==> src/rtl/fifo_ctrl.sv <==
// Pointer, occupancy and error-flag controller for a single-clock FIFO storage array.
// Requests are gated against full/empty held at the start of the cycle; there is no fall-through.
module fifo_ctrl #(
    parameter int unsigned OSTD_NUM        = 8,
    parameter int unsigned THRESHOLD_VALUE = OSTD_NUM / 2,
    parameter int unsigned PTR_SIZE        = (OSTD_NUM > 1) ? $clog2(OSTD_NUM) : 1
) (
    input  logic                clk_in,
    input  logic                areset_b,
    input  logic                wr_req,
    input  logic                rd_req,
    input  logic                err_clr,
    output logic                fifo_wenable,
    output logic                fifo_renable,
    output logic [OSTD_NUM-1:0] write_ptr,
    output logic [OSTD_NUM-1:0] read_ptr,
    output logic [PTR_SIZE:0]   fill_count,
    output logic                fifo_full,
    output logic                fifo_empty,
    output logic                below_threshold,
    output logic                overflow_err,
    output logic                underflow_err
);

    localparam logic [PTR_SIZE-1:0] LastIdx = PTR_SIZE'(OSTD_NUM - 1);
    localparam logic [PTR_SIZE:0]   Depth   = (PTR_SIZE + 1)'(OSTD_NUM);

    logic [PTR_SIZE-1:0] wr_idx_q, wr_idx_d;
    logic [PTR_SIZE-1:0] rd_idx_q, rd_idx_d;
    logic [PTR_SIZE:0]   count_q, count_d;
    logic                ovf_q, ovf_d;
    logic                udf_q, udf_d;

    assign fifo_full       = (count_q == Depth);
    assign fifo_empty      = (count_q == '0);
    assign below_threshold = (32'(count_q) < THRESHOLD_VALUE);
    assign fill_count      = count_q;
    assign overflow_err    = ovf_q;
    assign underflow_err   = udf_q;

    // Enables are masked by reset so the array never sees a stray write while held in reset.
    assign fifo_wenable = areset_b & wr_req & ~fifo_full;
    assign fifo_renable = areset_b & rd_req & ~fifo_empty;

    always_comb begin
        write_ptr                 = '0;
        read_ptr                  = '0;
        write_ptr[PTR_SIZE-1:0]   = wr_idx_q;
        read_ptr[PTR_SIZE-1:0]    = rd_idx_q;
    end

    always_comb begin
        wr_idx_d = wr_idx_q;
        rd_idx_d = rd_idx_q;
        count_d  = count_q;

        // Explicit wrap keeps non-power-of-2 depths correct.
        if (fifo_wenable) begin
            wr_idx_d = (wr_idx_q == LastIdx) ? '0 : wr_idx_q + PTR_SIZE'(1);
        end
        if (fifo_renable) begin
            rd_idx_d = (rd_idx_q == LastIdx) ? '0 : rd_idx_q + PTR_SIZE'(1);
        end

        case ({fifo_wenable, fifo_renable})
            2'b10:   count_d = count_q + (PTR_SIZE + 1)'(1);
            2'b01:   count_d = count_q - (PTR_SIZE + 1)'(1);
            default: count_d = count_q;
        endcase

        // A new error in the clearing cycle takes priority over the clear.
        ovf_d = (wr_req & fifo_full) | (ovf_q & ~err_clr);
        udf_d = (rd_req & fifo_empty) | (udf_q & ~err_clr);
    end

    always_ff @(posedge clk_in or negedge areset_b) begin
        if (!areset_b) begin
            wr_idx_q <= '0;
            rd_idx_q <= '0;
            count_q  <= '0;
            ovf_q    <= 1'b0;
            udf_q    <= 1'b0;
        end else begin
            wr_idx_q <= wr_idx_d;
            rd_idx_q <= rd_idx_d;
            count_q  <= count_d;
            ovf_q    <= ovf_d;
            udf_q    <= udf_d;
        end
    end

endmodule
==> config.mk <==
export PLATFORM = sky130hd
export DESIGN_NAME = fifo_ctrl
export DESIGN_NICKNAME = d
export VERILOG_FILES = /design/src/rtl/fifo_ctrl.sv
export SDC_FILE = /design/constraint.sdc
export NUM_CORES = 1
export LEC_CHECK = 0
export ABC_AREA = 1
export CAP_MARGIN = 20
export CELL_PAD_IN_SITES_DETAIL_PLACEMENT = 1
export CELL_PAD_IN_SITES_GLOBAL_PLACEMENT = 1
export CORE_UTILIZATION = 27
export DETAILED_ROUTE_END_ITERATION = 8
export PLACE_DENSITY_LB_ADDON = 0.1
export SYNTH_ARGS = -nofsm -noshare
export SYNTH_HDL_FRONTEND = slang
export SYNTH_SLANG_ARGS = --single-unit
==> constraint.sdc <==
create_clock -name clk_in -period 1.9 [get_ports clk_in]
set_input_delay 0.57 -clock clk_in [delete_from_list [all_inputs] [get_ports clk_in]]
set_output_delay 0.57 -clock clk_in [all_outputs]
set_load 0.02 [all_outputs]
==> qor.txt <==
prevailing post-synth register cell: dfrtp_1
CTS tree: yes
Switching Fraction: 0.445
drt total wl: 1720 microns
post-layout util: 0.423
RSZ-0062 raised after global routing: true
via/cell ratio: 4.17
number of top-level pins: 32
Rows: 19
drt wl/cell: 10.4 microns
Reg power frac: 0.266
first-pass GRT wire length: 2960 microns
class of the worst hold path: input port to async pin
cell with the most instances after synthesis: nand2_1
register area: 303 sq um
Critical Path Source: rd_req
Syn Area/Cell: 8.13 sq um
vias in the first global route: 666
layout net count: 148
post-route ant nets: 0
fill count: 343
Setup TNS Final: 0 ns
Synth top area share: 0.381
sequential element share of the synthesized area: 0.381
placed cell areas: 1130 sq um
maximum fanout along the worst path: 4
Synth area leader: dfrtp_1
max cap viols: 0
All-Layer GR Usage: 0.123
core footprint: 2760 sq um
Cells after Synth: 97
FF+latch count, synth: 12
Peak Freq: 0.544 GHz
clock skew: 0.00384 ns
synth cell count leaders: 32 x nand2_1, 12 x dfrtp_1, 11 x inv_1
Leakage: 0.647 nW
Port Buffers: 21
synth unique cells: 19
critical path type: input port to flop
Worst setup SP type: input port
Worst Path Required: 2.06 ns
fin worst setup slack: 0.0604 ns
initial antenna violation count: 0
drt first pass iters: 3
gpl congestion: 0.674
Initial Utilization: 0.286
clock sink count: 12
VDD IR-drop max: 0.700 mV
largest cells by area after synthesis: dfrtp_1 38%, nand2_1 15%, ha_1 11%
CP Capture Type: flop
Logic pwr share: 0.643
DP Wirelength: 1450 microns
Die ar.: 3140 sq um
die height: 56.0 microns
cts hold-fix bufs: 0
Synth Cell Area: 788 sq um
outcome: finished, final reports clean
Power Density: 1540 nW/um^2
EDFF count, synth: 0
Initial DRC Count: 8
Residual DRC: 0
CTS Buffer Depth: 2
Placed Cells: 160
Clk Latency, worst-skew pair: 0.27 ns
Layout area overhead: 47.9%
Final Cell Area: 1170 sq um
Non-Filler Instances: 165
Internal: 994 uW
fin crit period: 1.84 ns
root buffer cell: clkbuf_4
ratio of cells with drive above 1 in the final layout: 0.313
area of the multi-input gates: 447 sq um
Warnings, synthesis: 0
H-Tree Depth: 1
Num CTS Buffers: 3
clock share of power: 0.091
setup slack at placement: -0.655 ns
final setup violation count: 0
Die X: 56.0 microns
ANT cells: 0
Slew Limit Fails: 0
Arrival @ worst endpoint: 2.00 ns
GR Overflow Total: 0
largest net degree at the start of global routing: 10
reg2reg start: fill_count[3]$_DFFE_PN0P_
fin crit share: 0.968
via count: 688
Hold Violations, Final: 0
clock slew at reported path FFs: 0.08 ns
FFs w/ async S/R, synth: 1.00
Psw: 796 uW
## final timing paths
kind                                        endpoint  slack, ns  depth (start not counted)
hold reg to reg              wr_idx_q[1]$_DFFE_PN0P_       0.52                          2
max in group asynchronous  fill_count[3]$_DFFE_PN0P_       1.49                          2
min in group clk_in          wr_idx_q[1]$_DFFE_PN0P_       0.52                          2
hold / removal               underflow_err$_DFF_PN0_       0.22                          2
setup / recovery           fill_count[3]$_DFFE_PN0P_       0.06                         13
setup reg to reg           fill_count[3]$_DFFE_PN0P_       0.08                         12
## cell usage in the layout, fill, tap and decap left out
cell type / Yosys / routed
inv_6: 0 / 1
nor2_1: 3 / 3
inv_1: 11 / 8
o21ai_0: 4 / 2
clkdlybuf4s50_1: 0 / 7
dlymetal6s2s_1: 0 / 2
nor2_2: 3 / 2
nor2_4: 0 / 1
ha_1: 7 / 4
nand3_1: 2 / 2
nand2_4: 2 / 2
xor2_2: 0 / 1
nand2_2: 2 / 2
dfrtp_2: 0 / 2
dfrtp_1: 12 / 10
nand3b_1: 1 / 1
ha_4: 0 / 3
clkdlybuf4s15_2: 0 / 2
buf_4: 10 / 13
conb_1: 1 / 10
or2_4: 0 / 1
clkbuf_2: 0 / 1
buf_2: 0 / 2
inv_4: 1 / 1
dlygate4sd2_1: 0 / 7
o21ai_1: 0 / 2
clkbuf_4: 0 / 3
nand2_1: 32 / 32
xnor2_1: 1 / 1
inv_2: 2 / 4
clkbuf_1: 0 / 1
fa_2: 0 / 1
## power by group through the flow
stage / registers (mW) / logic [mW] / clock network, mW
3_3_place_gp: 0.479 / 1.13 / 0
3_5_place_dp: 0.484 / 1.16 / 0
2_1_floorplan: 0.639 / 0.496 / 0
6_report: 0.476 / 1.15 / 0.163
4_1_cts: 0.480 / 1.13 / 0.174
5_1_grt: 0.496 / 1.28 / 0.183
## final cells by class
| cell class | instances | share of cell area |
|---|---|---|
| multi-input combinational | 70 | 0.383 |
| sequential | 12 | 0.260 |
| timing repair buffer | 34 | 0.250 |
| inverter | 14 | 0.0515 |
| tap | 31 | 0.0333 |
| clock buffer | 4 | 0.0225 |
## repair_timing
action                                  4_1_cts  5_1_grt
setup buffers                                 0        1
endpoints found under the setup margin       12        7
pin swaps                                     3        8
resized for setup                            28        6
## cell families after synthesis
family / Yosys count / share of synthesized area
fa+ha+maj: 8 / 0.137
simple gates: 46 / 0.265
other cells: 1 / 0.00476
compound gates: 4 / 0.0254
xor+xnor: 2 / 0.0222
flops: 12 / 0.381
buf+inv: 24 / 0.165
## registers in the layout, indices dropped and copies added, names as in the netlist
signal         cells
fill_count         4
overflow_err       1
wr_idx_q           3
underflow_err      1
rd_idx_q           3
## per-stage QoR
step           power (mW)  hold WS [ns]
2_1_floorplan        1.14         0.274
3_3_place_gp         1.61         0.499
3_5_place_dp         1.65         0.503
4_1_cts              1.78         0.374
5_1_grt              1.96         0.217
6_report             1.79         0.219
## layer usage
metal  share of wire  wire, microns  track usage  vias up
met4           0.016             27       0.0732        0
met2            0.51            869        0.209       19
met3           0.037             64       0.0186        2
met5               0              0            0        -
met1            0.44            759        0.146      320
li1                -              -            -      347
## worst max-delay path: stages
cell and delay [ns]:
dlygate4sd2_1 0.24, nand2_1 0.08, inv_2 0.04, nand2_4 0.08, inv_6 0.03, buf_4 0.13, ha_4 0.18, ha_4 0.21
or2_4 0.22, nand2_1 0.06, nand2_1 0.04, nand3_1 0.06, nand2_1 0.05
(Power assumes the default switching activity.)
